==> config.mk <==
export PLATFORM = sky130hd
export DESIGN_NAME = mem_arbiter
export DESIGN_NICKNAME = d
export VERILOG_FILES = /design/src/rtl/npc_bus_pkg.sv /design/src/rtl/mem_arb_pick.sv /design/src/rtl/mem_arbiter.sv
export SDC_FILE = /design/constraint.sdc
export NUM_CORES = 1
export LEC_CHECK = 0
export ABC_CLOCK_PERIOD_IN_PS = 4300
export BUFFER_PORTS_ARGS = -buffer_cell sky130_fd_sc_hd__buf_2
export CAP_MARGIN = 20
export CORE_ASPECT_RATIO = 1.1
export CORE_MARGIN = 2
export CORE_UTILIZATION = 30
export DETAILED_ROUTE_END_ITERATION = 8
export HOLD_SLACK_MARGIN = 0.15
export PLACE_DENSITY_LB_ADDON = 0.25
export RECOVER_POWER = 50
export SETUP_SLACK_MARGIN = 0.4
export SYNTH_ARGS = -nofsm -noshare
export SYNTH_HDL_FRONTEND = slang
export SYNTH_SLANG_ARGS = --single-unit
export TNS_END_PERCENT = 10
==> constraint.sdc <==
create_clock -name clk -period 4.3 [get_ports clk]
set_input_delay 0.645 -clock clk [delete_from_list [all_inputs] [get_ports clk]]
set_output_delay 0.645 -clock clk [all_outputs]
set_load 0.005 [all_outputs]
==> src/rtl/npc_bus_pkg.sv <==
// Shared encodings for the core's memory-bus arbiter: states, owners, arbitration modes.
package npc_bus_pkg;
    localparam int DATA_W = 32;
    localparam int MASK_W = 4;

    localparam logic PRIO_FIXED = 1'b0;
    localparam logic PRIO_RR    = 1'b1;

    typedef enum logic [1:0] {
        ST_IDLE = 2'd0,
        ST_REQ  = 2'd1,
        ST_RSP  = 2'd2
    } arb_state_e;

    typedef enum logic [1:0] {
        OWN_NONE = 2'd0,
        OWN_IFU  = 2'd1,
        OWN_LSU  = 2'd2
    } owner_e;
endpackage

==> src/rtl/mem_arb_pick.sv <==
// Combinational two-way grant between IFU and LSU, fixed-priority or round-robin.
module mem_arb_pick
    import npc_bus_pkg::*;
(
    input  logic   ifu_valid_i,
    input  logic   lsu_valid_i,
    input  owner_e last_grant_i,
    input  logic   mode_i,
    output owner_e grant_o
);
    always_comb begin
        grant_o = OWN_NONE;
        if (ifu_valid_i && lsu_valid_i) begin
            if (mode_i == PRIO_RR) begin
                grant_o = (last_grant_i == OWN_LSU) ? OWN_IFU : OWN_LSU;
            end else begin
                grant_o = OWN_LSU;
            end
        end else if (lsu_valid_i) begin
            grant_o = OWN_LSU;
        end else if (ifu_valid_i) begin
            grant_o = OWN_IFU;
        end
    end
endmodule

==> src/rtl/mem_arbiter.sv <==
// Shares the single data-memory port between IFU and LSU, one transaction at a time,
// with a grant-to-response watchdog that converts a hung access into an error pulse.
module mem_arbiter
    import npc_bus_pkg::*;
#(
    parameter int PRIORITY = 0,
    parameter int TIMEOUT  = 255
) (
    input  logic              clk,
    input  logic              rst,
    input  logic              ifu_req_valid,
    output logic              ifu_req_ready,
    input  logic [DATA_W-1:0] ifu_addr,
    output logic              ifu_rsp_valid,
    output logic [DATA_W-1:0] ifu_rsp_data,
    output logic              ifu_rsp_err,
    input  logic              lsu_req_valid,
    output logic              lsu_req_ready,
    input  logic [DATA_W-1:0] lsu_addr,
    input  logic              lsu_wen,
    input  logic [DATA_W-1:0] lsu_wdata,
    input  logic [MASK_W-1:0] lsu_wmask,
    output logic              lsu_rsp_valid,
    output logic [DATA_W-1:0] lsu_rsp_data,
    output logic              lsu_rsp_err,
    output logic              mem_req_valid,
    input  logic              mem_req_ready,
    output logic [DATA_W-1:0] mem_addr,
    output logic              mem_wen,
    output logic [DATA_W-1:0] mem_wdata,
    output logic [MASK_W-1:0] mem_wmask,
    input  logic              mem_rsp_valid,
    input  logic [DATA_W-1:0] mem_rsp_data
);
    localparam int CNT_W = $clog2(TIMEOUT + 2);

    arb_state_e        state_q, state_d;
    owner_e            owner_q, owner_d;
    owner_e            last_q, last_d;
    owner_e            grant;
    logic [CNT_W-1:0]  cnt_q, cnt_d;
    logic [DATA_W-1:0] mem_addr_q, mem_addr_d;
    logic              mem_wen_q, mem_wen_d;
    logic [DATA_W-1:0] mem_wdata_q, mem_wdata_d;
    logic [MASK_W-1:0] mem_wmask_q, mem_wmask_d;
    logic              ifu_rsp_valid_q, ifu_rsp_valid_d;
    logic              lsu_rsp_valid_q, lsu_rsp_valid_d;
    logic [DATA_W-1:0] rsp_data_q, rsp_data_d;
    logic              rsp_err_q, rsp_err_d;
    logic              wdog_fire;

    mem_arb_pick u_pick (
        .ifu_valid_i  (ifu_req_valid),
        .lsu_valid_i  (lsu_req_valid),
        .last_grant_i (last_q),
        .mode_i       (1'(PRIORITY)),
        .grant_o      (grant)
    );

    // cnt_q holds cycles elapsed since the grant, so firing here puts the error
    // pulse exactly TIMEOUT cycles after the grant cycle.
    assign wdog_fire = (TIMEOUT != 0) && ((32'(cnt_q) + 32'd1) >= 32'(TIMEOUT));

    always_comb begin
        state_d         = state_q;
        owner_d         = owner_q;
        last_d          = last_q;
        cnt_d           = cnt_q;
        mem_addr_d      = mem_addr_q;
        mem_wen_d       = mem_wen_q;
        mem_wdata_d     = mem_wdata_q;
        mem_wmask_d     = mem_wmask_q;
        ifu_rsp_valid_d = 1'b0;
        lsu_rsp_valid_d = 1'b0;
        rsp_data_d      = '0;
        rsp_err_d       = 1'b0;
        ifu_req_ready   = 1'b0;
        lsu_req_ready   = 1'b0;
        mem_req_valid   = 1'b0;

        case (state_q)
            ST_IDLE: begin
                cnt_d = '0;
                if (!rst && grant != OWN_NONE) begin
                    owner_d = grant;
                    last_d  = grant;
                    cnt_d   = CNT_W'(1);
                    state_d = ST_REQ;
                    if (grant == OWN_LSU) begin
                        lsu_req_ready = 1'b1;
                        mem_addr_d    = lsu_addr;
                        mem_wen_d     = lsu_wen;
                        mem_wdata_d   = lsu_wdata;
                        mem_wmask_d   = lsu_wmask;
                    end else begin
                        ifu_req_ready = 1'b1;
                        mem_addr_d    = ifu_addr;
                        mem_wen_d     = 1'b0;
                        mem_wdata_d   = '0;
                        mem_wmask_d   = '0;
                    end
                end
            end
            ST_REQ: begin
                mem_req_valid = 1'b1;
                cnt_d         = cnt_q + CNT_W'(1);
                if (mem_req_ready) begin
                    state_d = ST_RSP;
                end else if (wdog_fire) begin
                    rsp_err_d = 1'b1;
                    if (owner_q == OWN_LSU) lsu_rsp_valid_d = 1'b1;
                    else                    ifu_rsp_valid_d = 1'b1;
                    owner_d = OWN_NONE;
                    state_d = ST_IDLE;
                end
            end
            ST_RSP: begin
                cnt_d = cnt_q + CNT_W'(1);
                if (mem_rsp_valid || wdog_fire) begin
                    // A real response on the timeout edge still wins.
                    rsp_err_d  = !mem_rsp_valid;
                    rsp_data_d = (mem_rsp_valid && !mem_wen_q) ? mem_rsp_data : '0;
                    if (owner_q == OWN_LSU) lsu_rsp_valid_d = 1'b1;
                    else                    ifu_rsp_valid_d = 1'b1;
                    owner_d = OWN_NONE;
                    state_d = ST_IDLE;
                end
            end
            default: begin
                owner_d = OWN_NONE;
                state_d = ST_IDLE;
            end
        endcase
    end

    always_ff @(posedge clk or posedge rst) begin
        if (rst) begin
            state_q         <= ST_IDLE;
            owner_q         <= OWN_NONE;
            last_q          <= OWN_IFU;
            cnt_q           <= '0;
            mem_addr_q      <= '0;
            mem_wen_q       <= 1'b0;
            mem_wdata_q     <= '0;
            mem_wmask_q     <= '0;
            ifu_rsp_valid_q <= 1'b0;
            lsu_rsp_valid_q <= 1'b0;
            rsp_data_q      <= '0;
            rsp_err_q       <= 1'b0;
        end else begin
            state_q         <= state_d;
            owner_q         <= owner_d;
            last_q          <= last_d;
            cnt_q           <= cnt_d;
            mem_addr_q      <= mem_addr_d;
            mem_wen_q       <= mem_wen_d;
            mem_wdata_q     <= mem_wdata_d;
            mem_wmask_q     <= mem_wmask_d;
            ifu_rsp_valid_q <= ifu_rsp_valid_d;
            lsu_rsp_valid_q <= lsu_rsp_valid_d;
            rsp_data_q      <= rsp_data_d;
            rsp_err_q       <= rsp_err_d;
        end
    end

    assign mem_addr      = mem_addr_q;
    assign mem_wen       = mem_wen_q;
    assign mem_wdata     = mem_wdata_q;
    assign mem_wmask     = mem_wmask_q;
    assign ifu_rsp_valid = ifu_rsp_valid_q;
    assign ifu_rsp_data  = ifu_rsp_valid_q ? rsp_data_q : '0;
    assign ifu_rsp_err   = ifu_rsp_valid_q & rsp_err_q;
    assign lsu_rsp_valid = lsu_rsp_valid_q;
    assign lsu_rsp_data  = lsu_rsp_valid_q ? rsp_data_q : '0;
    assign lsu_rsp_err   = lsu_rsp_valid_q & rsp_err_q;
endmodule

==> results of run 1 <==
==> critical path, cell delays in order, from the launching register on <==
cell and delay [ns]:
dfrtp_1 0.40, inv_1 0.11, ha_1 0.32, nand2_1 0.14, nor2_2 0.12, buf_4 0.36, buf_2 0.19
==> per-stage QoR <==
stage | total power, mW | cell area, µm²
after CTS | 4.35 | 7490
final | 4.24 | 7450
after floorplan | 2.31 | 5300
after global routing | 4.54 | 7450
after global placement | 2.85 | 6900
after detailed placement | 2.89 | 6900
==> how the worst max path moves through the flow <==
stage / cells past startpoint / slack (ns) / startpoint / end
after floorplan: 1 / 0.55 / rst / cnt_q[0]
after global placement: 6 / 2.05 / state_q[0] / lsu_req_ready
after detailed placement: 5 / 1.94 / lsu_req_valid / mem_addr[24]
after CTS: 6 / 1.53 / state_q[0] / lsu_req_ready
after global routing: 4 / 1.12 / rst / rsp_data_q[8]
final: 6 / 1.59 / state_q[0] / lsu_req_ready
==> synthesized netlist by cell type, types with 2 or more instances <==
library cell / count / share of area [%]
ha_1: 6 / 1.4
nor2b_1: 3 / 0.35
nand3_1: 3 / 0.28
nand2_1: 43 / 3.0
mux2i_1: 34 / 6.4
a21o_1: 2 / 0.28
o21bai_1: 2 / 0.28
o2111ai_1: 4 / 0.66
clkbuf_1: 28 / 2.0
o21ai_0: 34 / 3.2
nor2_1: 11 / 0.78
inv_1: 10 / 0.71
nand2b_1: 3 / 0.35
and3_2: 2 / 0.28
mux2_2: 2 / 0.43
buf_4: 2 / 0.28
nor3_1: 3 / 0.28
and2_1: 100 / 12
o31ai_1: 6 / 0.85
dfrtp_1: 117 / 55
a21oi_1: 5 / 0.47
a22o_1: 41 / 6.8
==> placed cells by master, fill, tap and decap left out, types with 5 or more instances in the layout <==
cell,synthesis,final
buf_2,1,240
dfrtp_1,117,117
and2_1,100,100
nand2_1,43,42
a22o_1,41,41
clkbuf_1,28,39
mux2i_1,34,34
o21ai_0,34,34
clkbuf_16,0,17
nor2_1,11,10
inv_1,10,9
o31ai_1,6,6
ha_1,6,6
a21oi_1,5,5
==> flip-flops by register name, indices dropped and copies added, names as in the netlist <==
| name | count |
|---|---|
| owner_q | 2 |
| rsp_data_q | 32 |
| state_q | 2 |
| ifu_rsp_valid | 1 |
| lsu_rsp_valid | 1 |
| mem_wen | 1 |
| mem_addr | 32 |
| mem_wmask | 4 |
| cnt_q | 9 |
| mem_wdata | 32 |
| rsp_err_q | 1 |
==> final cells by class <==
cell class	count	share of cell area (%)
clock buffer	21	6.32
clock inverter	9	1.71
timing repair buffer	283	18.5
multi-input combinational	324	29.7
sequential	117	39.3
tap	234	3.93
inverter	10	0.521
==> power groups by stage <==
| stage | Clock, mW | Sequential, mW | Combinational [mW] |
|---|---|---|---|
| final | 1.43 | 1.71 | 1.11 |
| after floorplan | 0 | 1.70 | 0.612 |
| after global routing | 1.52 | 1.76 | 1.25 |
| after detailed placement | 0 | 1.71 | 1.18 |
| after CTS | 1.46 | 1.71 | 1.18 |
| after global placement | 0 | 1.71 | 1.14 |
==> layer usage <==
layer	vias up	GRT usage (%)
met4	0	6.89
met1	2130	17.7
met3	20	4.58
met5	-	0
met2	189	26.4
li1	2199	-
==> logic make-up after synthesis <==
group           share of synthesized area [%]
compound gates                           14.4
fa+ha+maj                                1.42
buf+inv                                  3.14
flops                                    55.3
mux                                      6.85
simple gates                             18.9
==> impl_metrics.csv, run 1 <==
group,metric,value,unit
status,status,"finished with violations",
status,violations,"capacitance limit, slew limit",
critical_path,ff2ff_setup_slack,2.13,ns
critical_path,cp_max_fo,38,
floorplanning,die_h,143,µm
final_layout,fin_util,43.5,%
flow_run,timing.max_cap.violations,1,
final_layout,multi_input_area,0.00221,mm²
global_routing,grt_pass1_wl,22200,µm
sta,report.final.setup_viol,0,
cts,cts_resized,0,
power,p_leak,3.98,nW
floorplanning,core_area,0.0171,mm²
logic_synthesis,ys_warn_count,0,
global_routing,antenna_found_initial,0,
critical_path,crit_type,"reg2out",
logic_synthesis,synthArstFlopShare,100,%
placement,post-place-ws,1.94,ns
critical_path,rr_worst_depth,6,
routing,drt_iter0_drc,152,
routing,routed-wl-met2,7350,µm
logic_synthesis,synth_cell_types,44,
floorplanning,die_width,131,µm
cts,post-cts-setup-buffer-count,0,
sta,hold_violations,0,
logic_synthesis,synth-seq-cells,117,
cts,h-tree-depth,4,
critical_path,critical_path.endpoint_type,"output port",
floorplanning,ios,279,
power,p_seq_share,40.3,%
cts,cts_buffer_depth,2,
power,switching_share,30.5,%
routing,finalWirelength,14400,µm
routing,avgViaCountPerCell,4.55,
sta,post-route-min-period,2.71,ns
logic_synthesis,mappedNetlistNets,628,
cts,cts_hold_buf,0,
routing,drtPass1Iterations,4,
placement,portBuffers,278,
placement,gp_congestion,0.772,
sta,tightest_slew,1.73,ns
cts,cts_buffers,17,
logic_synthesis,synth_flop_cell,"dfrtp_1",
routing,post_drt_wl_per_cell,14.4,µm
sta,whs,0.366,ns
power,pwr-share-clk,33.6,%
critical_path,cp.arrival,2.06,ns
final_layout,nNetsFinal,898,
sta,report.final.slew_viol_count,71,
cts,clock_sinks,117,
routing,final_antenna_net_count,0,
routing,vias,4538,
sta,rsz0062_at_grt,"false",
cts,clockRootBuffer,"clkbuf_16",
logic_synthesis,ys_seq_area_share,55.3,%
routing,routed-wl-met3,1080,µm
final_layout,regArea,0.00293,mm²
sta,final.setup_skew,0.00766,ns
sta,fmax,0.369,GHz
sta,fin_ws,1.59,ns
global_routing,first_global_vias,4591,
power,comb_power_share,26.1,%
final_layout,antenna_cells,0,
logic_synthesis,syn-cell-area,0.00530,mm²
critical_path,reg2reg_to,"rsp_err_q",
sta,slew_headroom,-15.2,%
routing,met1Wirelength,5680,µm
global_routing,grt_use_total,15.4,%
placement,place_inst,967,
floorplanning,rows,50,
power,p_int,2.95,mW
critical_path,start_kind,"flop",
logic_synthesis,syn_inst,483,
sta,finalCritPeriodShare,63.0,%
power,switching_power,1.29,mW
power,power_density,569,mW/mm²
floorplanning,initial_core_util,30.9,%
floorplanning,dieArea,0.0187,mm²
logic_synthesis,synth-edff-count,0,
final_layout,fillCellCount,1704,
critical_path,required,3.65,ns
cts,clock_latency,0.41,ns
global_routing,grt_max_degree,102,
final_layout,areaGrowthSynthToFinish,40.6,%
global_routing,overflow,0,
routing,highest_layer,"met4",
cts,cts_tree,"done",
final_layout,final_cells,998,
power,ir_drop,313,µV
final_layout,drive_above_1_share,37.7,%
sta,setup_tns,0,ns
logic_synthesis,syn_avg_cell_area,11.0,µm²
worst_hold_path,hp-class,"in2async",
critical_path,worstReg2RegStart,"cnt_q[1]",
placement,post-dp-hpwl,10600,µm
routing,drc_errors,0,
cts,clkTransAtPathRegs,0.05,ns
Power figures use the tool's default switching activity.
==> run 2, diff against run 1 <==
Settings changed: ABC_CLOCK_PERIOD_IN_PS 4300 to 2300.
Clock period 4.3 ns to 2.3 ns, I/O delays scaled along.
==> impl_metrics.csv, run 2 (synthesis gave the netlist of run 1 again) <==
group,metric,value,unit
final_layout,areaGrowthSynthToFinish,54.9,%
sta,tightest_slew,1.20,ns
floorplanning,rows,50,
placement,gp_congestion,0.843,
cts,clkTransAtPathRegs,0.05,ns
sta,fmax,0.504,GHz
global_routing,gr-usage-met2,27.7,%
critical_path,critical_path.endpoint_type,"flop",
cts,clock_sinks,117,
sta,report.final.setup_viol,0,
final_layout,fillCellCount,1681,
routing,drt_iter0_drc,176,
global_routing,met3_usage,5.62,%
global_routing,overflow,0,
sta,slew_headroom,20.1,%
routing,vias,4839,
critical_path,cp.arrival,2.27,ns
sta,fin_ws,0.316,ns
routing,drc_errors,0,
sta,rsz0062_at_grt,"true",
critical_path,cp_max_fo,9,
critical_path,worstPathCellList,"ha_2, a21oi_1, o21bai_1, a32oi_4, o311a_2, a221o_1",
critical_path,start_kind,"flop",
routing,finalWirelength,15300,µm
critical_path,critPathMaxStageDelay,0.44,ns
global_routing,top_usage_layer,"met2",
routing,final_antenna_net_count,0,
placement,post-dp-hpwl,10400,µm
flow_run,timing.max_cap.violations,0,
final_layout,layout_commonest_cell,"buf_2",
cts,cts_buffer_depth,2,
critical_path,worstReg2RegStart,"cnt_q[1]",
worst_hold_path,hp-class,"in2reg",
worst_hold_path,hold_start,"mem_rsp_data[4]",
cts,clockRootBuffer,"clkbuf_16",
final_layout,final_cells,1078,
routing,drtPass1Iterations,4,
floorplanning,core_area,0.0171,mm²
power,p_leak,4.25,nW
sta,hold_violations,0,
floorplanning,initial_core_util,30.9,%
global_routing,grt_pass1_wl,23900,µm
global_routing,grt_max_degree,102,
power,ir_drop,537,µV
cts,cts_tree,"done",
floorplanning,die_width,131,µm
placement,portBuffers,278,
sta,final.setup_skew,0.00679,ns
floorplanning,die_h,143,µm
power,power_density,972,mW/mm²
sta,report.final.slew_viol_count,0,
sta,finalCritPeriodShare,86.3,%
final_layout,nNetsFinal,974,
critical_path,crit_slowest_cell,"dfrtp_2",
routing,avgViaCountPerCell,4.49,
worst_hold_path,holdPathStages,2,
placement,place_inst,970,
floorplanning,ios,279,
critical_path,reg2reg_to,"state_q[1]",
global_routing,first_global_vias,5022,
floorplanning,dieArea,0.0187,mm²
global_routing,grt_use_total,16.3,%
critical_path,rr_worst_depth,6,
sta,setup_tns,0,ns
status,status,"completed",
cts,clock_latency,0.41,ns
final_layout,drive_above_1_share,35.7,%
critical_path,crit_type,"reg2reg",
final_layout,mostFrequentLayoutCells,"buf_2, dfrtp_1, and2_1",
routing,post_drt_wl_per_cell,14.2,µm
worst_hold_path,hold_path_end,"rsp_data_q[4]",
placement,post-place-ws,0.178,ns
cts,cts_buffers,17,
global_routing,antenna_found_initial,1,
cts,h-tree-depth,4,
critical_path,ff2ff_setup_slack,0.32,ns
global_routing,use_met1,18.5,%
sta,post-route-min-period,1.98,ns
critical_path,required,2.59,ns
run 2: cell count changes in the layout (fill, tap and decap cells not counted), sizes merged:
cell,previous run,this run
diode,0,2
clkinv,3,5
dlygate4sd3,0,67
clkbuf,60,71
buf,244,240
inv,9,13
bufinv,3,1
run 2: through the flow:
stage	total power, mW	utilization (%)	instance area [µm²]	hold slack (ns)
6_report	7.98	47.9	8210	0.174
5_1_grt	8.52	47.9	8200	0.152
4_1_cts	8.19	48.4	8290	0.154
3_5_place_dp	5.43	40.6	6960	0.465
3_3_place_gp	5.37	40.6	6960	0.458
2_1_floorplan	4.32	-	5300	0.473
run 2: where the power goes:
part	total [mW]	leakage, nW	switching [mW]	internal [mW]
Clock	2.53	0.277	0.983	1.55
Combinational	2.28	2.45	1.16	1.11
Sequential	3.17	1.52	0.418	2.75
run 2: cell type report:
| type | count | area, µm² | area share [%] |
|---|---|---|---|
| inverters | 10 | 38.8 | 0.473 |
| well taps | 234 | 293 | 3.57 |
| diodes | 2 | 5.00 | 0.0610 |
| multi-input cells | 324 | 2230 | 27.2 |
| flip-flops and latches | 117 | 2940 | 35.8 |
| clock buffers | 19 | 453 | 5.52 |
| repair buffers | 359 | 2130 | 25.9 |
| clock inverters | 13 | 120 | 1.46 |
run 2: repair_timing:
action | CTS | global route
setup endpoints to repair | 74 | 43
pin swaps | 2 | 1
hold buffers | 67 | 0
resized for setup | 14 | 3
endpoints found under the hold margin | 183 | 0
setup buffers | 7 | 0
run 2: worst max path at each step:
stage,from,to,slack (ns),cells past startpoint
after floorplan,cnt_q[1],state_q[1],0.39,6
after global placement,cnt_q[1],state_q[1],0.27,6
after detailed placement,cnt_q[1],state_q[1],0.18,6
after CTS,ifu_rsp_valid,ifu_rsp_data[11],0.31,2
after global routing,cnt_q[0],state_q[1],0.21,7
final,cnt_q[1],state_q[1],0.32,6
run 2: worst max-delay path, delay by kind of cell (launching register included):
family                   cells  cell delay, ns
flip-flops                   1            0.44
adder cells (fa/ha/maj)      1            0.26
AO/OA/AOI/OAI                5            1.17
run 2: metal layers:
metal | share of wire [%] | wire length (µm)
met1 | 41 | 6200
met5 | 0 | 0
met2 | 50 | 7660
met4 | 2.6 | 404
met3 | 6.8 | 1040
